## config.mk

```make
export PLATFORM = sky130hd
export DESIGN_NAME = rr_tag_scheduler_flat
export DESIGN_NICKNAME = d
export VERILOG_FILES = /design/src/rtl/rr_tag_scheduler_if.sv /design/src/rtl/rr_tag_scheduler.sv /design/src/flat_wrapper.sv
export SDC_FILE = /design/constraint.sdc
export NUM_CORES = 1
export LEC_CHECK = 0
export ABC_AREA = 1
export CORE_ASPECT_RATIO = 1.4
export CORE_MARGIN = 10
export CORE_UTILIZATION = 23
export CTS_BUF_LIST = sky130_fd_sc_hd__clkbuf_4 sky130_fd_sc_hd__clkbuf_8 sky130_fd_sc_hd__clkbuf_16
export DETAILED_ROUTE_END_ITERATION = 6
export GPL_TIMING_DRIVEN = 0
export PLACE_DENSITY_LB_ADDON = 0.12
export SLEW_MARGIN = 15
export SYNTH_ARGS = -nofsm -noshare
export SYNTH_HDL_FRONTEND = slang
export SYNTH_SLANG_ARGS = --single-unit
```

## constraint.sdc

```tcl
create_clock -name clock -period 2.6 [get_ports clock]
set_input_delay 0.52 -clock clock [delete_from_list [all_inputs] [get_ports clock]]
set_output_delay 0.52 -clock clock [all_outputs]
set_load 0.05 [all_outputs]
```

## src/rtl/rr_tag_scheduler_if.sv

```systemverilog
// Request, transmit-engine, completion and return bus for rr_tag_scheduler.
interface rr_tag_scheduler_if #(
   parameter int unsigned NTAGS = 8
);
   localparam int unsigned TW = $clog2(NTAGS);

   logic          req_valid;
   logic          req_ready;
   logic [63:0]   req_addr;
   logic [1:0]    req_chan;

   logic          rr_valid;
   logic          rr_ready;
   logic [63:0]   rr_addr;
   logic [7:0]    rr_tag;

   logic          cpl_valid;
   logic [7:0]    cpl_tag;
   logic          cpl_last;

   logic          ret_valid;
   logic [1:0]    ret_chan;
   logic [TW-1:0] ret_tag;

   // Environment side: issues requests, accepts rr transfers, delivers completions
   modport master (
      output req_valid, req_addr, req_chan, rr_ready, cpl_valid, cpl_tag, cpl_last,
      input  req_ready, rr_valid, rr_addr, rr_tag, ret_valid, ret_chan, ret_tag
   );

   // Scheduler side
   modport slave (
      input  req_valid, req_addr, req_chan, rr_ready, cpl_valid, cpl_tag, cpl_last,
      output req_ready, rr_valid, rr_addr, rr_tag, ret_valid, ret_chan, ret_tag
   );
endinterface

```

## src/rtl/rr_tag_scheduler.sv

```systemverilog
// Read-request scheduler: allocates PCIe tags from a fixed pool, frees them on
// final completion, reports the finished channel, and flags bad completions
// and stalled reads.
module rr_tag_scheduler #(
   parameter int unsigned NTAGS   = 8,
   parameter logic [15:0] TIMEOUT = 16'd65535
) (
   input  logic                clock,
   input  logic                reset,
   input  logic                enable,
   input  logic                err_clear,
   rr_tag_scheduler_if.slave   bus,
   output logic [5:0]          outstanding,
   output logic                idle,
   output logic                err_unexpected,
   output logic                err_timeout
);
   localparam int unsigned TW = $clog2(NTAGS);
   localparam int unsigned CW = 2;
   localparam int unsigned OW = 6;
   localparam int unsigned WW = 16;

   typedef enum logic {S_IDLE, S_ISSUE} state_t;

   state_t          state_q, state_d;
   logic [NTAGS-1:0] free_q, free_d;
   logic [CW-1:0]   chan_tbl_q [NTAGS];
   logic [63:0]     rr_addr_q;
   logic [7:0]      rr_tag_q;
   logic [OW-1:0]   outstanding_q;
   logic [WW-1:0]   wd_q, wd_d;
   logic            err_unexp_q, err_to_q;
   logic            ret_valid_q;
   logic [CW-1:0]   ret_chan_q;
   logic [TW-1:0]   ret_tag_q;

   logic            req_ready_c;
   logic            accept;
   logic [TW-1:0]   alloc_idx;
   logic            any_free;
   logic [TW-1:0]   cpl_idx;
   logic            cpl_in_range, cpl_busy, cpl_free_ev, cpl_bad;
   logic            wd_clr, to_hit;

   // Lowest-index free tag from the pre-edge mask
   always_comb begin
      alloc_idx = '0;
      for (int i = int'(NTAGS) - 1; i >= 0; i--) begin
         if (free_q[i]) alloc_idx = TW'(i);
      end
   end

   assign any_free = |free_q;

   // Completion classification
   always_comb begin
      cpl_idx      = bus.cpl_tag[TW-1:0];
      cpl_in_range = (bus.cpl_tag < 8'(NTAGS));
      cpl_busy     = cpl_in_range && !free_q[cpl_idx];
      cpl_free_ev  = bus.cpl_valid && bus.cpl_last && cpl_busy;
      cpl_bad      = bus.cpl_valid && !cpl_busy;
   end

   // FSM next state and ready; ready depends on registers and enable only
   always_comb begin
      state_d     = state_q;
      req_ready_c = 1'b0;
      case (state_q)
         S_IDLE: begin
            req_ready_c = reset && enable && any_free;
            if (bus.req_valid && req_ready_c) state_d = S_ISSUE;
         end
         S_ISSUE: begin
            if (bus.rr_ready) state_d = S_IDLE;
         end
         default: state_d = S_IDLE;
      endcase
   end

   assign accept = bus.req_valid && req_ready_c;

   // Next free mask; freed and allocated tags never coincide
   always_comb begin
      free_d = free_q;
      if (cpl_free_ev) free_d[cpl_idx]   = 1'b1;
      if (accept)      free_d[alloc_idx] = 1'b0;
   end

   // Watchdog next value and expiry detection (fires once on reaching TIMEOUT)
   always_comb begin
      wd_clr = (outstanding_q == '0) || bus.cpl_valid;
      if (wd_clr)                wd_d = '0;
      else if (wd_q == '1)       wd_d = wd_q;
      else                       wd_d = wd_q + WW'(1);
      to_hit = !wd_clr && (TIMEOUT != '0) && (wd_q == TIMEOUT - WW'(1));
   end

   // FSM state register
   always_ff @(posedge clock or negedge reset) begin
      if (!reset) state_q <= S_IDLE;
      else        state_q <= state_d;
   end

   // Tag pool, channel table and held request
   always_ff @(posedge clock or negedge reset) begin
      if (!reset) begin
         free_q    <= '1;
         rr_addr_q <= '0;
         rr_tag_q  <= '0;
         for (int i = 0; i < int'(NTAGS); i++) chan_tbl_q[i] <= '0;
      end else begin
         free_q <= free_d;
         if (accept) begin
            chan_tbl_q[alloc_idx] <= bus.req_chan;
            rr_addr_q             <= bus.req_addr;
            rr_tag_q              <= 8'(alloc_idx);
         end
      end
   end

   // Outstanding counter and watchdog
   always_ff @(posedge clock or negedge reset) begin
      if (!reset) begin
         outstanding_q <= '0;
         wd_q          <= '0;
      end else begin
         case ({accept, cpl_free_ev})
            2'b10:   outstanding_q <= outstanding_q + OW'(1);
            2'b01:   outstanding_q <= outstanding_q - OW'(1);
            default: outstanding_q <= outstanding_q;
         endcase
         wd_q <= wd_d;
      end
   end

   // Return pulse one cycle after a final completion
   always_ff @(posedge clock or negedge reset) begin
      if (!reset) begin
         ret_valid_q <= 1'b0;
         ret_chan_q  <= '0;
         ret_tag_q   <= '0;
      end else begin
         ret_valid_q <= cpl_free_ev;
         if (cpl_free_ev) begin
            ret_chan_q <= chan_tbl_q[cpl_idx];
            ret_tag_q  <= cpl_idx;
         end
      end
   end

   // Sticky errors; clear wins over a same-cycle set
   always_ff @(posedge clock or negedge reset) begin
      if (!reset) begin
         err_unexp_q <= 1'b0;
         err_to_q    <= 1'b0;
      end else if (err_clear) begin
         err_unexp_q <= 1'b0;
         err_to_q    <= 1'b0;
      end else begin
         if (cpl_bad) err_unexp_q <= 1'b1;
         if (to_hit)  err_to_q    <= 1'b1;
      end
   end

   assign bus.req_ready  = req_ready_c;
   assign bus.rr_valid   = (state_q == S_ISSUE);
   assign bus.rr_addr    = rr_addr_q;
   assign bus.rr_tag     = rr_tag_q;
   assign bus.ret_valid  = ret_valid_q;
   assign bus.ret_chan   = ret_chan_q;
   assign bus.ret_tag    = ret_tag_q;
   assign outstanding    = outstanding_q;
   assign idle           = (state_q == S_IDLE) && (outstanding_q == '0);
   assign err_unexpected = err_unexp_q;
   assign err_timeout    = err_to_q;
endmodule

```

## src/flat_wrapper.sv

```systemverilog
// flat-port wrapper written by rule: the top's interface ports become plain ports
module rr_tag_scheduler_flat 
#(
   parameter int unsigned NTAGS   = 8,
   parameter logic [15:0] TIMEOUT = 16'd65535
)
  (clock, reset, enable, err_clear, outstanding, idle, err_unexpected, err_timeout, bus_req_valid, bus_req_addr, bus_req_chan, bus_rr_ready, bus_cpl_valid, bus_cpl_tag, bus_cpl_last, bus_req_ready, bus_rr_valid, bus_rr_addr, bus_rr_tag, bus_ret_valid, bus_ret_chan, bus_ret_tag);
  rr_tag_scheduler_if #(.NTAGS(NTAGS)) bus_i ();
  input  logic clock;
  input  logic reset;
  input  logic enable;
  input  logic err_clear;
  output logic [5:0] outstanding;
  output logic idle;
  output logic err_unexpected;
  output logic err_timeout;
  input wire logic [$bits(bus_i.req_valid)-1:0] bus_req_valid;
  input wire logic [$bits(bus_i.req_addr)-1:0] bus_req_addr;
  input wire logic [$bits(bus_i.req_chan)-1:0] bus_req_chan;
  input wire logic [$bits(bus_i.rr_ready)-1:0] bus_rr_ready;
  input wire logic [$bits(bus_i.cpl_valid)-1:0] bus_cpl_valid;
  input wire logic [$bits(bus_i.cpl_tag)-1:0] bus_cpl_tag;
  input wire logic [$bits(bus_i.cpl_last)-1:0] bus_cpl_last;
  output wire logic [$bits(bus_i.req_ready)-1:0] bus_req_ready;
  output wire logic [$bits(bus_i.rr_valid)-1:0] bus_rr_valid;
  output wire logic [$bits(bus_i.rr_addr)-1:0] bus_rr_addr;
  output wire logic [$bits(bus_i.rr_tag)-1:0] bus_rr_tag;
  output wire logic [$bits(bus_i.ret_valid)-1:0] bus_ret_valid;
  output wire logic [$bits(bus_i.ret_chan)-1:0] bus_ret_chan;
  output wire logic [$bits(bus_i.ret_tag)-1:0] bus_ret_tag;
  assign bus_i.req_valid = bus_req_valid;
  assign bus_i.req_addr = bus_req_addr;
  assign bus_i.req_chan = bus_req_chan;
  assign bus_i.rr_ready = bus_rr_ready;
  assign bus_i.cpl_valid = bus_cpl_valid;
  assign bus_i.cpl_tag = bus_cpl_tag;
  assign bus_i.cpl_last = bus_cpl_last;
  assign bus_req_ready = bus_i.req_ready;
  assign bus_rr_valid = bus_i.rr_valid;
  assign bus_rr_addr = bus_i.rr_addr;
  assign bus_rr_tag = bus_i.rr_tag;
  assign bus_ret_valid = bus_i.ret_valid;
  assign bus_ret_chan = bus_i.ret_chan;
  assign bus_ret_tag = bus_i.ret_tag;
  rr_tag_scheduler #(.NTAGS(NTAGS), .TIMEOUT(TIMEOUT)) u_core (.clock(clock), .reset(reset), .enable(enable), .err_clear(err_clear), .bus(bus_i), .outstanding(outstanding), .idle(idle), .err_unexpected(err_unexpected), .err_timeout(err_timeout));
endmodule
```

# After elaboration in Yosys (flattened, before gate mapping)
# Cells that the tools add are included.
[word_totals]
regBits = 122
out_inout_bits = 89
in_bits = 82
[classes]
bitwise = 6
magnitude_cmp = 8
reduce_logical = 22
n_eq_ne = 5
mux = 33
add_sub_neg = 3
[ops]
columns = ["operator", "count"]
rows = [
  ["== test 16 bit (second input constant)", 2],
  ["two-way mux 16 bit", 2],
  ["two-way mux 3 bit", 8],
  ["adder 16 x 1 -> 16 bit (second input constant)", 1],
  ["bitwise mux 16 bit", 1],
  ["two-way mux 8 bit", 2],
  ["logical AND 1 bit", 13],
  ["one-hot mux 6 bit (2 select lines)", 1],
  ["two-way mux 1 bit", 10],
  ["AND 8 bit", 1],
  [">= comparator 4 bit (second input constant)", 2],
  ["less-than comparator 3 x 4 -> 1 bit (second input constant)", 2],
  ["less-than comparator 8 x 4 -> 1 bit (second input constant)", 1],
  ["inverter 3 -> 4 bit", 2],
  ["inverter 8 bit", 1],
  ["bitwise OR 8 bit", 1],
  ["OR reduction 8 bit", 1],
  ["adder 6 x 1 -> 6 bit (second input constant)", 1],
  ["binary-select mux 2 bit (select 3 bit)", 1],
  ["demux 1 bit (select 3 bit)", 2],
  ["demux 2 bit (select 3 bit)", 1],
  [">= comparator 3 x 1 -> 1 bit (second input constant)", 2],
  ["logical NOT 6 bit", 1],
  ["two-way mux 2 bit", 3],
  ["other kinds (11)", 15],
]

# Longest topological paths before layout
[logic_depth]
ltp_word = 15
ltp_mapped = 19

# Least setup slack after synthesis
# OpenSTA, ideal clock, no wires.
[synth_path]
kind = "register to register"
startpoint = "register u_core.state_q (netlist: u_core.bus.rr_valid)"
endpoint = "register u_core.outstanding_q[4] (netlist: u_core.outstanding[4])"
period_less_slack_ps = 2986
path_slack_ps = -386
path_stages_with_launch = 17
setup_time_ps = 127
arrival_time_ps = 2859
required_time_ps = 2473
path_buffers = 1
cell_sequence = "dfrtp_1 -> inv_1 -> nand3_1 -> nor2_2 -> nand2_2 -> buf_2 -> ha_1 -> nand2_1 -> inv_1 -> nor2_1 -> ha_1 -> o21bai_1 -> nand3_1 -> nand2_1 -> nand2_1 -> nand3_1 -> o21ai_0"
[synth_via]
elab_chain_len = 4
[synth_lines]
columns = ["element", "line_no", "source"]
rows = [
  ["start, declared", "rr_tag_scheduler.sv:25", "state_t state_q, state_d;"],
  ["start signal, assigned", "rr_tag_scheduler.sv:101", "else state_q <= state_d;"],
  ["two-way mux 1 bit *", "rr_tag_scheduler.sv:68", "case (state_q)"],
  ["via bus_req_ready", "flat_wrapper.sv:24", "output wire logic [$bits(bus_i.req_ready)-1:0] bus_req_ready;"],
  ["logical AND 1 bit *", "rr_tag_scheduler.sv:80", "assign accept = bus.req_valid && req_ready_c;"],
  ["== test 2 x 1 -> 1 bit / == test 2 bit (equally long branches)", "rr_tag_scheduler.sv:127", "case ({accept, cpl_free_ev})"],
  ["one-hot mux 6 bit (2 select lines) / nonzero test 2 bit (equally long branches)", "n/a", ""],
  ["end signal, assigned", "rr_tag_scheduler.sv:128", "2'b10: outstanding_q <= outstanding_q + OW'(1);"],
  ["end signal, assigned", "rr_tag_scheduler.sv:129", "2'b01: outstanding_q <= outstanding_q - OW'(1);"],
  ["end signal, assigned", "rr_tag_scheduler.sv:130", "default: outstanding_q <= outstanding_q;"],
  ["end, declared", "rr_tag_scheduler.sv:30", "logic [OW-1:0] outstanding_q;"],
]
# Mark *: on every way through the listed nets, which the timed path passes. The rest lies on a longest branch.
# A chain may end at the register's enable or synchronous reset.

# Final worst setup path
[layout_path]
startpoint = "register u_core.free_q[3]"
endpoint = "output port bus_req_ready"
[layout_via]
elab_chain_len = 3
[layout_lines]
columns = ["element", "line_no", "source"]
rows = [
  ["start, declared", "rr_tag_scheduler.sv:26", "logic [NTAGS-1:0] free_q, free_d;"],
  ["start signal, assigned", "rr_tag_scheduler.sv:112", "free_q <= free_d;"],
  ["OR reduction 8 bit", "rr_tag_scheduler.sv:53", "assign any_free = |free_q;"],
  ["logical AND 1 bit", "rr_tag_scheduler.sv:70", "req_ready_c = reset && enable && any_free;"],
  ["two-way mux 1 bit", "rr_tag_scheduler.sv:68", ""],
  ["end, declared", "flat_wrapper.sv:24", ""],
]
# No other way between the ends.

==> metrics.md <==
| Metric | Value |
|---|---|
| Crit-path max cell delay | 580 ps |
| Area leader, netlist | dfrtp_1 |
| Yosys cell types | 37 |
| Total CTS buffers | 17 |
| Synth top area cells | dfrtp_1 50%, nand2_1 22%, nor2_1 4.1%, inv_1 3.8%, dfstp_2 3.7% |
| Total iterations of the first detailed-routing run | 4 |
| Startpoint Class | flop |
| WL final | 19300 um |
| Switching part of the total | 0.376 |
| Total power | 8.09 mW |
| Num ports | 171 |
| Post-synth top cells | 341 x nand2_1, 114 x dfrtp_1, 63 x nor2_1 |
| Fraction of layout instances using a drive strength above 1 | 0.104 |
| Largest net degree at the start of global routing | 68 |
| Max IR drop VDD | 0.503 mV |
| Final net count | 1020 |
| Cell mode on critical path | nor2_4 |
| CP Capture Type | primary output |
| Post-DP HPWL | 14400 um |
| Max-slew violations | 0 |
| RR Startpoint | u_core.free_q[3]$_DFF_PN1_ |
| Finish-stage setup viols | 0 |
| Synth Flop Type | dfrtp_1 |
| Fin Clk Skew | 7.80 ps |
| Die H | 207 um |
| CP max FO | 4 |
| Ys async rst share | 1.00 |
| Initial Utilization | 0.233 |
| Die footprint | 31800 um2 |
| Power Internal | 5.05 mW |
| EDFF count, synth | 0 |
| Syn Std Cell Area | 5740 um2 |
| Area Growth Syn to Fin | 50.3% |
| Core ar. | 24700 um2 |
| Combinational share of power | 0.343 |
| PortBufs | 162 |
| Max Clock Freq | 0.397 GHz |
| Synth top area share | 0.497 |
| Worst skew pair latency | 420 ps |
| Die X | 154 um |
| Post-route ant nets | 0 |
| Clk pwr share | 0.339 |
| Final hold slack | 19.4 ps |
| Max-cap viol count | 0 |
| Final TNS setup | 0 ps |
| Vias post-DR | 5288 |
| Cells after DPL | 1223 |
| Sw power | 3.04 mW |
| CTS Buffer Depth | 2 |
| Worst path slowest cell | clkdlybuf4s15_1 |
| Slew headroom | 0.605 |
| Crit path required time | 2080 ps |
| Cell Pwr Density | 937 nW/um2 |
| Reg power frac | 0.317 |
| Root buffer cell | clkbuf_16 |
| Status | complete, no violations |
| Crit-path cells | nor2_1 -> nand2_2 -> nor2_4 -> nor2_4 -> clkdlybuf4s15_1 |
| Post-Synthesis Cells | 741 |
| Worst EP arrival | 2000 ps |
| H-tree depth | 4 |
| Routed vias/inst | 4.19 |
| FF+latch count, synth | 122 |
| Vias in the first global route | 5589 |
| First DRT Iteration DRCs | 216 |
| Post-layout min period | 2520 ps |
| Clock sinks | 122 |
| Grt ovf | 0 |
| Mean Syn Cell Area | 7.75 um2 |
| Avg WL per Cell | 15.3 um |
| Gpl congestion | 0.790 |
| Final worst-path cycle share | 0.969 |
| Non-Filler Instances | 1262 |
| Total track usage | 0.122 |
| Worst Setup SP | u_core.free_q[3]$_DFF_PN1_ |
| Residual DRC | 0 |
| First-pass GRT wire length | 30600 um |
| Hold Crit Class | input pin to asynchronous set/reset pin |
| Critical setup path kind | flop to primary output |
| Final hold viol count | 0 |
| Initial antenna violation count | 2 |
| Clk pin slew, worst setup/hold paths | 60 ps |
| Ys Warns | 0 |
| Worst-Margin Slew | 590 ps |
| LEAKAGE | 4.21 nW |
| Count leader, synth | nand2_1 |
| CTS tree | yes |
| Seq/Total Area, Yosys | 0.533 |
| Site Rows | 68 |
==> state kept, by name, summed over array words and instances, names as in the netlist, 2 cells and up <==
register and cells:
u_core.bus.rr_tag 3, u_core.wd_q 16, u_core.bus.ret_tag 3, u_core.bus.ret_chan 2, u_core.chan_tbl_q 16, u_core.free_q 8
u_core.bus.rr_addr 64, u_core.outstanding 6
==> critical path: cells and delay by family (launching register included) <==
| family | cells | cell delay (ps) |
|---|---|---|
| buf+inv | 1 | 580 |
| simple gates | 4 | 420 |
| flops | 1 | 570 |
==> cell type report <==
cell class | instances | area (um2)
Multi-Input combinational cell | 536 | 2400
Clock buffer | 20 | 454
Antenna cell | 1 | 2.50
Buffer | 26 | 155
Fill cell | 2610 | 16000
Tap cell | 315 | 394
Clock inverter | 12 | 221
Inverter | 61 | 241
Timing Repair Buffer | 169 | 1700
Sequential cell | 122 | 3060
==> worst paths after layout <==
path / endpoint / slack (ps) / depth (start not counted)
max in group asynchronous: u_core.free_q[0]$_DFF_PN1_ / 1870 / 2
worst min register to register: u_core.chan_tbl_q[12]$_DFFE_PN0P_ / 470 / 2
worst max register to register: u_core.outstanding[4]$_DFFE_PN0P_ / 170 / 15
worst min-delay path: u_core.bus.ret_valid$_DFF_PN0_ / 20 / 1
min in group clock: u_core.chan_tbl_q[6]$_DFFE_PN0P_ / 430 / 3
worst max-delay path: bus_req_ready / 80 / 5
==> stage by stage <==
stage / setup WS, ps / instance area, um2 / utilization
after floorplan: 12.6 / 5770 / -
after global placement: -6140 / 7790 / 0.316
after detailed placement: -856 / 7820 / 0.317
after CTS: -61.5 / 8550 / 0.346
after global routing: -8.55 / 8630 / 0.350
final: 80.1 / 8630 / 0.350
==> cell families (layout without fill, tap and decap cells) <==
family,count (synthesis),after routing,synth area share
flip-flops,122,122,0.533
AO/OA/AOI/OAI,51,51,0.0495
XOR/XNOR,2,2,0.00305
buffers and inverters,87,288,0.0656
adder cells (fa/ha/maj),5,5,0.0109
other,1,6,0.000653
AND/OR/NAND/NOR,473,473,0.337
==> metal layers <==
| layer | vias to the layer above | track usage | part of all wire |
|---|---|---|---|
| li1 | 2704 | - | - |
| met5 | - | 0 | 0.0010 |
| met3 | 18 | 0.0493 | 0.072 |
| met4 | 2 | 0.0412 | 0.014 |
| met1 | 2428 | 0.132 | 0.42 |
| met2 | 136 | 0.211 | 0.49 |
==> power groups by stage <==
| stage | logic (mW) | registers (mW) | clock network, mW |
|---|---|---|---|
| 5_1_grt | 3.01 | 2.62 | 2.92 |
| 3_5_place_dp | 2.78 | 2.59 | 0 |
| 4_1_cts | 2.81 | 2.57 | 2.85 |
| 6_report | 2.78 | 2.57 | 2.75 |
| 2_1_floorplan | 0.804 | 3.49 | 0 |
| 3_3_place_gp | 2.78 | 2.59 | 0 |
==> what timing repair did <==
| action | CTS | global route |
|---|---|---|
| pin swaps | 1 | 2 |
| hold buffers | 0 | 0 |
| resized for setup | 15 | 14 |
| endpoints found under the hold margin | 0 | 0 |
| buffers inserted | 2 | 4 |
| endpoints found under the setup margin | 6 | 6 |
==> cells in the final DEF, fill, tap and decap left out, types with 2 or more instances in the layout <==
cell type        instances
nand2_1                336
clkdlybuf4s50_1        157
dfrtp_1                113
nor2_1                  58
inv_1                   56
nand3_1                 30
o21ai_0                 26
nand4_1                 20
clkbuf_16               17
buf_4                   12
clkbuf_1                10
a21oi_1                 10
dfstp_2                  8
buf_2                    7
nand2_2                  6
bufinv_16                6
nor2_2                   5
clkinvlp_4               5
conb_1                   5
nor3_1                   4
nor2_4                   4
or2_2                    4
o21ai_1                  3
a31oi_1                  3
ha_1                     3
o2111ai_1                2
buf_6                    2
inv_4                    2
buf_8                    2
xnor2_1                  2
ha_4                     2
clkbuf_4                 2
clkinv_2                 2
dlygate4sd2_1            2
(Power assumes the default switching activity.)
